$ cat src/rtl/systolic_pkg.sv
// ============================================================================
// Module   : systolic_pkg
// Purpose  : Shared sizes, element/accumulator types and the operand lane
//            selector for the 3x3 output-stationary systolic multiplier.
// Revision : 1.0 - initial release
// ============================================================================
`default_nettype none

package systolic_pkg;

  localparam int N        = 3;
  localparam int ELEM_W   = 4;
  localparam int ACC_W    = 8;
  localparam int CNT_W    = 3;
  localparam int ROW_W    = N * ELEM_W;
  localparam int DONE_CNT = 7;

  typedef logic [ELEM_W-1:0] elem_t;
  typedef logic [ACC_W-1:0]  acc_t;
  typedef logic [CNT_W-1:0]  cnt_t;

  // Element k = cnt - lane of a packed row/column (element 0 in the MSBs),
  // or zero when k falls outside 0..N-1. This is what produces the skew.
  function automatic elem_t pick_elem(input logic [ROW_W-1:0] bus,
                                      input cnt_t             cnt,
                                      input int               lane);
    elem_t e;
    int    k;
    e = '0;
    k = int'(cnt) - lane;
    case (k)
      0:       e = bus[ROW_W-1 -: ELEM_W];
      1:       e = bus[ROW_W-1-ELEM_W -: ELEM_W];
      2:       e = bus[ELEM_W-1:0];
      default: e = '0;
    endcase
    return e;
  endfunction

endpackage

`default_nettype wire

$ cat src/rtl/systolic_pe.sv
// ============================================================================
// Module   : systolic_pe
// Purpose  : One processing element: multiply-accumulate of the incoming
//            a/b pair, with a forwarded right and b forwarded down.
// Revision : 1.0 - initial release
// ============================================================================
`default_nettype none

module systolic_pe
  import systolic_pkg::*;
#(
  parameter int ACC_BITS = ACC_W
) (
  input  logic                CLK,
  input  logic                RST,
  input  logic                ENABLE,
  input  elem_t               a_in,
  input  elem_t               b_in,
  output elem_t               a_out,
  output elem_t               b_out,
  output logic [ACC_BITS-1:0] acc
);

  elem_t                a_q, a_d;
  elem_t                b_q, b_d;
  logic [ACC_BITS-1:0]  acc_q, acc_d;
  logic [2*ELEM_W-1:0]  prod_w;

  assign prod_w = {{ELEM_W{1'b0}}, a_in} * {{ELEM_W{1'b0}}, b_in};

  // Next state: accumulate (wrapping) and forward operands when enabled.
  always_comb begin
    a_d   = a_q;
    b_d   = b_q;
    acc_d = acc_q;
    if (ENABLE) begin
      a_d   = a_in;
      b_d   = b_in;
      acc_d = acc_q + ACC_BITS'(prod_w);
    end
  end

  // State registers with synchronous reset.
  always_ff @(posedge CLK) begin
    if (RST) begin
      a_q   <= '0;
      b_q   <= '0;
      acc_q <= '0;
    end else begin
      a_q   <= a_d;
      b_q   <= b_d;
      acc_q <= acc_d;
    end
  end

  assign a_out = a_q;
  assign b_out = b_q;
  assign acc   = acc_q;

endmodule

`default_nettype wire

$ cat src/rtl/systolic_array.sv
// ============================================================================
// Module   : systolic_array
// Purpose  : 3x3 output-stationary systolic multiplier C = A*B for unsigned
//            4-bit elements with 8-bit wrapping accumulators. Holds the cycle
//            counter, operand skew/injection, done flag and the PE mesh.
// Options  : SYSTOLIC_INPUT_CAPTURE_EN - register all operand buses on the
//            first enabled cycle after reset so the host may release them.
// Revision : 1.0 - initial release
// ============================================================================
`default_nettype none

module systolic_array
  import systolic_pkg::*;
#(
  parameter int WIDTH     = 12,
  parameter int WIDTH_SUM = 8
) (
  input  logic                 CLK,
  input  logic                 RST,
  input  logic                 ENABLE,
  input  logic [WIDTH-1:0]     A_ROW1,
  input  logic [WIDTH-1:0]     A_ROW2,
  input  logic [WIDTH-1:0]     A_ROW3,
  input  logic [WIDTH-1:0]     B_COLOUM1,
  input  logic [WIDTH-1:0]     B_COLOUM2,
  input  logic [WIDTH-1:0]     B_COLOUM3,
  output logic [WIDTH_SUM-1:0] C_OUT_1x1,
  output logic [WIDTH_SUM-1:0] C_OUT_1x2,
  output logic [WIDTH_SUM-1:0] C_OUT_1x3,
  output logic [WIDTH_SUM-1:0] C_OUT_2x1,
  output logic [WIDTH_SUM-1:0] C_OUT_2x2,
  output logic [WIDTH_SUM-1:0] C_OUT_2x3,
  output logic [WIDTH_SUM-1:0] C_OUT_3x1,
  output logic [WIDTH_SUM-1:0] C_OUT_3x2,
  output logic [WIDTH_SUM-1:0] C_OUT_3x3,
  output logic                 MULTI_OVER
);

  cnt_t               cnt_q, cnt_d;
  logic [WIDTH-1:0]   a_bus_w [N];
  logic [WIDTH-1:0]   b_bus_w [N];
  logic [WIDTH-1:0]   a_src_w [N];
  logic [WIDTH-1:0]   b_src_w [N];
  elem_t              a_inj_w [N];
  elem_t              b_inj_w [N];
  elem_t              a_out_w [N][N];
  elem_t              b_out_w [N][N];
  logic [WIDTH_SUM-1:0] acc_w [N][N];

  assign a_bus_w[0] = A_ROW1;
  assign a_bus_w[1] = A_ROW2;
  assign a_bus_w[2] = A_ROW3;
  assign b_bus_w[0] = B_COLOUM1;
  assign b_bus_w[1] = B_COLOUM2;
  assign b_bus_w[2] = B_COLOUM3;

  // Counter next state: count enabled cycles, saturating at the done value.
  always_comb begin
    cnt_d = cnt_q;
    if (ENABLE && (cnt_q != cnt_t'(DONE_CNT))) begin
      cnt_d = cnt_q + cnt_t'(1);
    end
  end

  // Counter register; reset wins over enable.
  always_ff @(posedge CLK) begin
    if (RST) begin
      cnt_q <= '0;
    end else begin
      cnt_q <= cnt_d;
    end
  end

`ifdef SYSTOLIC_INPUT_CAPTURE_EN
  logic [WIDTH-1:0] a_cap_q [N];
  logic [WIDTH-1:0] a_cap_d [N];
  logic [WIDTH-1:0] b_cap_q [N];
  logic [WIDTH-1:0] b_cap_d [N];

  // Capture next state: load all buses on the first enabled cycle of a run.
  always_comb begin
    for (int i = 0; i < N; i++) begin
      a_cap_d[i] = a_cap_q[i];
      b_cap_d[i] = b_cap_q[i];
      if (ENABLE && (cnt_q == '0)) begin
        a_cap_d[i] = a_bus_w[i];
        b_cap_d[i] = b_bus_w[i];
      end
    end
  end

  // Capture registers.
  always_ff @(posedge CLK) begin
    if (RST) begin
      for (int i = 0; i < N; i++) begin
        a_cap_q[i] <= '0;
        b_cap_q[i] <= '0;
      end
    end else begin
      for (int i = 0; i < N; i++) begin
        a_cap_q[i] <= a_cap_d[i];
        b_cap_q[i] <= b_cap_d[i];
      end
    end
  end

  // On the capture cycle itself the registers are not loaded yet, so the
  // live bus (the very value being captured) feeds injection.
  always_comb begin
    for (int i = 0; i < N; i++) begin
      a_src_w[i] = (cnt_q == '0) ? a_bus_w[i] : a_cap_q[i];
      b_src_w[i] = (cnt_q == '0) ? b_bus_w[i] : b_cap_q[i];
    end
  end
`else
  // Injection reads the host buses directly.
  always_comb begin
    for (int i = 0; i < N; i++) begin
      a_src_w[i] = a_bus_w[i];
      b_src_w[i] = b_bus_w[i];
    end
  end
`endif

  // Edge injection: lane i is skewed by i cycles.
  always_comb begin
    for (int i = 0; i < N; i++) begin
      a_inj_w[i] = pick_elem(a_src_w[i], cnt_q, i);
      b_inj_w[i] = pick_elem(b_src_w[i], cnt_q, i);
    end
  end

  generate
    for (genvar gi = 0; gi < N; gi++) begin : g_row
      for (genvar gj = 0; gj < N; gj++) begin : g_col
        elem_t a_src;
        elem_t b_src;

        if (gj == 0) begin : g_left_edge
          assign a_src = a_inj_w[gi];
        end else begin : g_left_nbr
          assign a_src = a_out_w[gi][gj-1];
        end

        if (gi == 0) begin : g_top_edge
          assign b_src = b_inj_w[gj];
        end else begin : g_top_nbr
          assign b_src = b_out_w[gi-1][gj];
        end

        systolic_pe #(
          .ACC_BITS (WIDTH_SUM)
        ) u_pe (
          .CLK    (CLK),
          .RST    (RST),
          .ENABLE (ENABLE),
          .a_in   (a_src),
          .b_in   (b_src),
          .a_out  (a_out_w[gi][gj]),
          .b_out  (b_out_w[gi][gj]),
          .acc    (acc_w[gi][gj])
        );
      end
    end
  endgenerate

  assign C_OUT_1x1  = acc_w[0][0];
  assign C_OUT_1x2  = acc_w[0][1];
  assign C_OUT_1x3  = acc_w[0][2];
  assign C_OUT_2x1  = acc_w[1][0];
  assign C_OUT_2x2  = acc_w[1][1];
  assign C_OUT_2x3  = acc_w[1][2];
  assign C_OUT_3x1  = acc_w[2][0];
  assign C_OUT_3x2  = acc_w[2][1];
  assign C_OUT_3x3  = acc_w[2][2];
  assign MULTI_OVER = (cnt_q == cnt_t'(DONE_CNT));

endmodule

`default_nettype wire

$ cat config.mk
export PLATFORM = sky130hd
export DESIGN_NAME = systolic_array
export DESIGN_NICKNAME = d
export VERILOG_FILES = /design/src/rtl/systolic_pkg.sv /design/src/rtl/systolic_pe.sv /design/src/rtl/systolic_array.sv
export SDC_FILE = /design/constraint.sdc
export NUM_CORES = 1
export LEC_CHECK = 0
export CORE_AREA = 2 2 219 135
export DETAILED_ROUTE_END_ITERATION = 10
export DIE_AREA = 0 0 221 137
export PLACE_DENSITY = 0.66
export SLEW_MARGIN = 20
export SYNTH_ARGS = -nofsm -noshare
export SYNTH_HDL_FRONTEND = slang
export SYNTH_HIERARCHICAL = 1
export SYNTH_SLANG_ARGS = --single-unit
$ cat constraint.sdc
create_clock -name CLK -period 4.3 [get_ports CLK]
set_clock_uncertainty 0.1 [all_clocks]
set_input_delay 0.645 -clock CLK [delete_from_list [all_inputs] [get_ports CLK]]
set_output_delay 0.645 -clock CLK [all_outputs]
set_load 0.02 [all_outputs]
=== After elaboration in Yosys (flattened, before gate mapping) ===
Cells that the tools add are included.

* Register bits: 123
* Bits in latches: 0
* Memory bits (writable): 0
* Bits in read-only memories: 0
* Input bits: 75
* Output and inout bits: 73
* Logic and storage cells: 61
* Memories kept: 0

* Add/sub/neg operators: 12
* Multipliers: 9
* Divide/modulo/power cells: 0
* Order comparisons: 0
* Eq/ne operators: 8
* Shift operators: 0
* Mux-type cells: 6
* Bitwise logic cells: 0
* Reductions and logical operators: 4

{| class="wikitable"
|+ Operators by type and width
! operator !! count
|-
| $logic_not A32 Y1 || 3
|-
| $add A8 B8 Y8 || 9
|-
| $mul A4 B4 Y8 || 9
|-
| $pmux W4 S3 || 6
|-
| $eq A32 B1 Y1 const B || 2
|-
| $eq A32 B2 Y1 const B || 2
|-
| $sub A3 B1 Y4 const B || 1
|-
| $sub A3 B2 Y4 const B || 1
|-
| $add A3 B1 Y3 const B || 1
|-
| $eq A3 B1 Y1 const B || 1
|-
| $eq A3 B2 Y1 const B || 1
|-
| $eq A3 B3 Y1 const B || 1
|-
| $ne A3 B3 Y1 const B || 1
|-
| $logic_and A1 B1 Y1 || 1
|}

=== Longest topological paths before layout ===
Gate-level depths: netlist of run 1.

* Depth in word-level cells: 5
* Mapped depth: 20

=== Cells and area by module ===
The synthesis of run 1 kept the hierarchy.

{| class="wikitable"
|+ Modules (own cells, without submodules)
! module !! instances !! cells each !! area each (um^2)
|-
| systolic_pe (g_row[0].g_col[0].u_pe ...) || 5 || 137 || 1253.7
|-
| systolic_pe (g_row[1].g_col[2].u_pe ...) || 4 || 138 || 1265.0
|-
| systolic_array || 1 || 96 || 681.9
|}

=== Worst setup path before layout of run 1 ===
No wires, ideal clock.

* Path type: register to register
* Start point: register cnt_q[0]
* End point: register g_row[2].g_col[0].u_pe.acc_q[7]
* Data arrival time: 4.371 ns
* Data required time: 4.133 ns
* Setup slack: -0.238 ns
* Cell stages (with the launch flop): 19
* Clock period less this slack: 4.538 ns
* Cell sequence: dfxtp_1 -> inv_1 -> ha_1 -> buf_6 -> and3b_1 -> buf_6 -> a222oi_1 -> inv_1 -> nand2_1 -> fa_1 -> fa_1 -> fa_1 -> inv_1 -> ha_1 -> o21ai_2 -> a21oi_1 -> or4_4 -> a31o_1 -> a21oi_2

* Cells in the longest elaborated chain, start to end: 5
* Elaborated cells on any way between the ends: 7

{| class="wikitable"
|+ Ends and longest elaborated chain
! item !! line !! text
|-
| start, declared || systolic_array.sv:39 || <nowiki>cnt_t cnt_q, cnt_d;</nowiki>
|-
| start signal, assigned || systolic_array.sv:70 || <nowiki>cnt_q <= cnt_d;</nowiki>
|-
| $sub A3 B2 Y4 (*) || systolic_pkg.sv:30 || <nowiki>k = int'(cnt) - lane;</nowiki>
|-
| $eq A32 B2 Y1, or another cell as far along || systolic_pkg.sv:31 || <nowiki>case (k)</nowiki>
|-
| $pmux W4 S3 (*) || systolic_pkg.sv:31 ||
|-
| named net g_row[2].g_col[0].a_src[1] || systolic_array.sv:136 || <nowiki>elem_t a_src;</nowiki>
|-
| $mul A4 B4 Y8 (*) || systolic_pe.sv:29 || <nowiki>assign prod_w = {{ELEM_W{1'b0}}, a_in} * {{ELEM_W{1'b0}}, b_in};</nowiki>
|-
| $add A8 B8 Y8 (*) || systolic_pe.sv:39 || <nowiki>acc_d = acc_q + ACC_BITS'(prod_w);</nowiki>
|-
| end signal, assigned || systolic_pe.sv:48 || <nowiki>acc_q <= '0;</nowiki>
|-
| end signal, assigned || systolic_pe.sv:52 || <nowiki>acc_q <= acc_d;</nowiki>
|-
| end, declared || systolic_pe.sv:26 || <nowiki>logic [ACC_BITS-1:0] acc_q, acc_d;</nowiki>
|}

Mark *: on every way through the listed nets, which the timed path passes. The rest lies on a longest branch.
A chain may end at the register's enable or synchronous reset.

=== Final worst setup path of run 1 ===
* Start point: register cnt_q[1]
* End point: register g_row[2].g_col[0].u_pe.acc_q[7]

Same word-level chain as after synthesis.

==> results of run 1 <==
layer usage:
metal,part of all wire,vias to the layer above,global-route usage
li1,-,4675,-
met1,0.50,4532,0.275
met2,0.44,194,0.301
met3,0.053,24,0.0474
met4,0.0092,0,0.0410
met5,0,-,0
worst max path at each step:
| stage | startpoint | to | slack [ns] | depth (start not counted) |
|---|---|---|---|---|
| after floorplan | cnt_q[0] | g_row[2].g_col[0].u_pe/acc[7] | 0.05 | 18 |
| after global placement | cnt_q[1] | g_row[0].g_col[2].u_pe/acc[7] | -0.29 | 17 |
| after detailed placement | cnt_q[1] | g_row[0].g_col[2].u_pe/acc[7] | -0.39 | 17 |
| after CTS | cnt_q[1] | g_row[2].g_col[0].u_pe/acc[7] | -0.23 | 17 |
| after global routing | cnt_q[1] | g_row[2].g_col[0].u_pe/acc[7] | -0.28 | 20 |
| final | cnt_q[1] | g_row[2].g_col[0].u_pe/acc[7] | -0.16 | 18 |
state kept, by name (all words and copies together), names as in the netlist:
name,count
g_row.g_col.u_pe/b_out,24
cnt_q,3
g_row.g_col.u_pe/a_out,24
g_row.g_col.u_pe/acc,72
layout by cell type (no fill, tap or decap), types with 11 or more instances in the layout:
| master | count |
|---|---|
| a21o_1 | 14 |
| a21oi_1 | 24 |
| a222oi_1 | 16 |
| and2_1 | 80 |
| buf_4 | 96 |
| buf_6 | 19 |
| clkbuf_16 | 17 |
| clkdlybuf4s50_1 | 145 |
| dfxtp_1 | 120 |
| fa_1 | 74 |
| ha_1 | 120 |
| ha_4 | 21 |
| inv_1 | 166 |
| inv_2 | 14 |
| mux2i_1 | 99 |
| nand2_1 | 88 |
| nand2b_1 | 18 |
| nand3_1 | 18 |
| nor2_1 | 125 |
| nor2b_1 | 11 |
| xnor2_1 | 18 |
worst max-delay path: stages (launching register included):
cell and delay [ns]:
dfxtp_2 0.33, buf_6 0.13, ha_4 0.15, and3b_2 0.26
buf_12 0.15, a222oi_1 0.37, inv_1 0.17, nand2_2 0.11
fa_1 0.45, fa_2 0.44, fa_1 0.52, inv_2 0.06
ha_4 0.28, nand2b_4 0.06, a21oi_4 0.13, buf_4 0.13
a41oi_1 0.15, a31o_1 0.29, a21oi_2 0.12
power groups by stage:
stage | sequential, W | combinational [W] | clock (W)
2_1_floorplan | 0.00129 | 0.000495 | 0
3_3_place_gp | 0.00127 | 0.000906 | 0
6_report | 0.00124 | 0.00114 | 0.00165
3_5_place_dp | 0.00127 | 0.000930 | 0
4_1_cts | 0.00124 | 0.00105 | 0.00169
5_1_grt | 0.00125 | 0.00125 | 0.00175
stage by stage:
stage	setup slack, ns	power (W)	utilization	area, um2	std cells
after global routing	-0.284	0.00425	0.538	15200	1885
after CTS	-0.234	0.00399	0.524	14800	1874
final	-0.161	0.00403	0.538	15200	1885
after floorplan	0.0544	0.00178	-	11300	1261
after global placement	-0.295	0.00217	0.487	13800	1837
after detailed placement	-0.392	0.00220	0.487	13800	1837
repair_timing:
| item | 4_1_cts | 5_1_grt |
|---|---|---|
| buffers inserted | 7 | 13 |
| resized for setup | 74 | 71 |
| endpoints found under the setup margin | 18 | 20 |
| pin swaps | 59 | 60 |
layout make-up:
class | count | area share
flip-flops and latches | 123 | 0.162
well taps | 375 | 0.0308
multi-input cells | 911 | 0.558
clock inverters | 12 | 0.0146
repair buffers | 263 | 0.161
inverters | 182 | 0.0452
clock buffers | 19 | 0.0285
==> impl_metrics.tcl, run 1 <==
set metrics [dict create \
    worst_slack_ns -0.161 \
    ys_warn_count 6 \
    setup_viol 6 \
    drt_first_pass_iters 6 \
    core_um2 28300 \
    startpoint_type "flip-flop" \
    grt_max_degree 86 \
    start_util 0.396 \
    ant_nets 0 \
    syn_nets 1561 \
    fill_cells 2517 \
    outcome "finished, violations left" \
    hpwl_um 22300 \
    seqPwrFrac 0.309 \
    p_sw_frac 0.291 \
    die_h_um 137 \
    syn2layout_area_growth_pct 35.8 \
    cellInternalPower_w 0.00286 \
    antenna_found_initial 0 \
    p_sw_w 0.00117 \
    grt_setup_unrepaired "yes" \
    cts-root-buf "clkbuf_16" \
    drive_gt1_frac 0.186 \
    die_w_um 221 \
    holdWs_ns 0.393 \
    hold_depth 2 \
    pwr_density_cell_nw_per_um2 265 \
    routabilityCongestion 0.849 \
    cp_max_fo 4 \
    violations "setup timing" \
    power.share.clock 0.408 \
    critPathCaptureType "flip-flop" \
    clk_pin_slew_ns 0.05 \
    vias 9425 \
    io_buffers 147 \
    cts_buffers 17 \
    pin_count 148 \
    arrival_ns 4.74 \
    cts_tree "built" \
    final_nets 1798 \
    reg2regPathDepth 18 \
    clk_latency_ns 0.45 \
    worst_ep_required_time_ns 4.57 \
    rows 48 \
    grt_overflow_total 0 \
    cts_sinks 123 \
    diodes 0 \
    hold_start "g_row[2].g_col[1].u_pe/acc[7]" \
    synth_cells 1261 \
    wire_per_inst_um 15.5 \
    holdPathEnd "g_row[2].g_col[1].u_pe/acc[7]" \
    ir_drop_mv 0.218 \
    multi_input_area_um2 8490 \
    critical_path_class "reg -> reg" \
    grt_pass1_vias 9190 \
    grtUsageTotal 0.195 \
    pwr-share-comb 0.283 \
    hold_viol 0 \
    drcViolationCount 0 \
    routed_wirelength_um 29200 \
    cts_hold_buf 0 \
    seq_area_um2 2470 \
    htree_num_levels 4 \
    r2r_slack_ns -0.16 \
    max-slew-margin-rel 0.473 \
    netlist_area_um2 11200 \
    min_period_ns 4.46 \
    hp-class "reg -> reg" \
    syn_area_per_cell_um2 8.88 \
    maxCapViolCount 0 \
    max_slew.worst_pin.slew_ns 0.791 \
    r2r-start "cnt_q[1]" \
    drtIter0Drc 534 \
    die-area_um2 30300 \
    p_leak_nw 6.89 \
    r2r-end "g_row[2].g_col[0].u_pe/acc[7]" \
    vias_per_cell 5.00 \
    slew_violations 0 \
    post-route-period-util 1.04 \
    clockBufferDepth 2 \
    max_freq_ghz 0.224 \
    grt_pass1_wl_um 47200 \
    fin_setup_tns_ns -0.617 \
]
(Power assumes the default switching activity.)
==> run 2: changes to the inputs <==
Settings changed: DONT_BUFFER_PORTS set to 1, GPL_TIMING_DRIVEN set to 0, PLACE_DENSITY 0.66 to unset.
==> run 2 against run 1 <==
Compared with the run above: the flow still finishes with violations (setup timing); total power fell by 14%; hold slack got worse by 0.22 ns; wire length fell by 3.5%; sequential share of layout area rose by 2.6 points; fmax fell by 2.4%; via count fell by 8.2%; die area did not move; sequential power rose by 3%; cell count fell by 9.3%.
==> impl_metrics.tcl, run 2 (same netlist as run 1, synthesis figures left out) <==
set metrics [dict create \
    path_buf_inv 5 \
    final_cells 1709 \
    routabilityCongestion 0.841 \
    grt_pass1_vias 8068 \
    cts_hold_buf 0 \
    outcome "finished, violations left" \
    final_nets 1620 \
    drcViolationCount 0 \
    setup_viol 9 \
    die_h_um 137 \
    grt_overflow_total 0 \
    cts_tree "built" \
    drive_gt1_frac 0.159 \
    largest_reg_flops 72 \
    grt_setup_unrepaired "yes" \
    start_util 0.396 \
    pin_count 148 \
    hp-class "in -> reg" \
    htree_num_levels 4 \
    cts-root-buf "clkbuf_16" \
    wire_per_inst_um 16.5 \
    cp_max_fo 5 \
    critical_path_class "reg -> reg" \
    core_um2 28300 \
    seq_area_um2 2470 \
    clockBufferDepth 2 \
    fin_setup_tns_ns -0.978 \
    dp_slack_ns -0.629 \
    holdWs_ns 0.174 \
    ant_nets 0 \
    path_cells "buf_4 -> ha_4 -> and3b_1 -> buf_6 -> a222oi_1 -> inv_1 -> buf_4 -> buf_4 -> and2_1 -> ha_1 -> ha_1 -> fa_1 -> ha_1 -> o21ai_4 -> a21oi_2 -> or4_4 -> a31o_1 -> a21oi_2" \
    io_buffers 0 \
    rows 48 \
    worst_slack_ns -0.271 \
    slew_violations 0 \
    hpwl_um 21500 \
    maxCapViolCount 0 \
    syn2layout_area_growth_pct 17.2 \
    max_stage_delay_ns 0.52 \
    final_cell_mix "inv_1, nor2_1, ha_1" \
    max_slew.worst_pin.slew_ns 0.575 \
    violations "setup timing" \
    startpoint_type "flip-flop" \
    cts_sinks 123 \
    place_inst 1636 \
    hold_viol 0 \
    pwr_density_cell_nw_per_um2 264 \
    fill_cells 2720 \
    clk_pin_slew_ns 0.06 \
    arrival_ns 4.84 \
    final_common_cell "inv_1" \
    multi_input_area_um2 8360 \
    cts_buffers 17 \
    critPathSlowestCell "a222oi_1" \
    grtUsageTotal 0.183 \
    drtIter0Drc 430 \
    antenna_found_initial 1 \
    routed_wirelength_um 28200 \
    clk_latency_ns 0.44 \
    vias_per_cell 5.06 \
    min_period_ns 4.57 \
    grt_max_degree 42 \
    grt_pass1_wl_um 44000 \
    crit_family "adder cells" \
    vias 8656 \
    p_leak_nw 6.04 \
    critPathCaptureType "flip-flop" \
    die_w_um 221 \
    worst_ep_required_time_ns 4.56 \
    drt_first_pass_iters 5 \
    ir_drop_mv 0.271 \
    die-area_um2 30300 \
    post-route-period-util 1.06 \
    max_freq_ghz 0.219 \
    max-slew-margin-rel 0.617 \
]
-- run 2: final cells by class --
class	count	area share
Multi-Input combinational cell	911	0.637
Sequential cell	123	0.188
Inverter	182	0.0524
Clock buffer	25	0.0378
Tap cell	375	0.0357
Timing Repair Buffer	44	0.0276
Buffer	41	0.0157
Clock inverter	7	0.00486
Antenna cell	1	0.000191
-- run 2: repair_timing --
item | CTS | global route
gates cloned | 0 | 1
pin swaps | 31 | 67
setup buffers | 18 | 25
resized for setup | 45 | 79
endpoints found under the hold margin | 0 | 0
endpoints found under the setup margin | 18 | 20
-- run 2: per-layer routing --
| layer | global-route usage | wire (um) |
|---|---|---|
| met5 | 0 | 0 |
| met4 | 0.0511 | 323 |
| met2 | 0.250 | 11500 |
| met3 | 0.0565 | 1590 |
| met1 | 0.274 | 14800 |
-- run 2: worst paths after layout --
check	start	to	slack, ns	cells past startpoint
max	cnt_q[1]	g_row[2].g_col[0].u_pe/acc[7]	-0.27	18
min	RST	cnt_q[1]	0.17	1
max reg2reg	cnt_q[1]	g_row[2].g_col[0].u_pe/acc[7]	-0.27	18
min reg2reg	g_row[1].g_col[2].u_pe/b_out[0]	g_row[1].g_col[2].u_pe/b_out[0]	0.47	2
-- run 2: stage by stage --
stage | area, um2 | utilization | total power, W
after global routing | 13100 | 0.464 | 0.00365
final | 13100 | 0.464 | 0.00346
after floorplan | 11300 | - | 0.00178
after global placement | 11700 | 0.414 | 0.00192
after detailed placement | 11700 | 0.414 | 0.00193
after CTS | 12500 | 0.443 | 0.00338
-- run 2: report_power, final --
group | internal [W] | switching [W]
Sequential | 0.00119 | 0.0000972
Clock | 0.000851 | 0.000540
Combinational | 0.000364 | 0.000425
==> run 3: changes to the inputs <==
==> constraint.sdc (replaced) <==
create_clock -name CLK -period 4.3 [get_ports CLK]
set_clock_uncertainty 0.1 [all_clocks]
set_input_delay 0.86 -clock CLK [delete_from_list [all_inputs] [get_ports CLK]]
set_output_delay 0.86 -clock CLK [all_outputs]
set_load 0.02 [all_outputs]
==> results of run 3 <==
The final DEF is identical to that of run 2. Status: finished, violations left: setup timing.
Among the figures that moved: hold slack 0.174 ns -> 0.389 ns
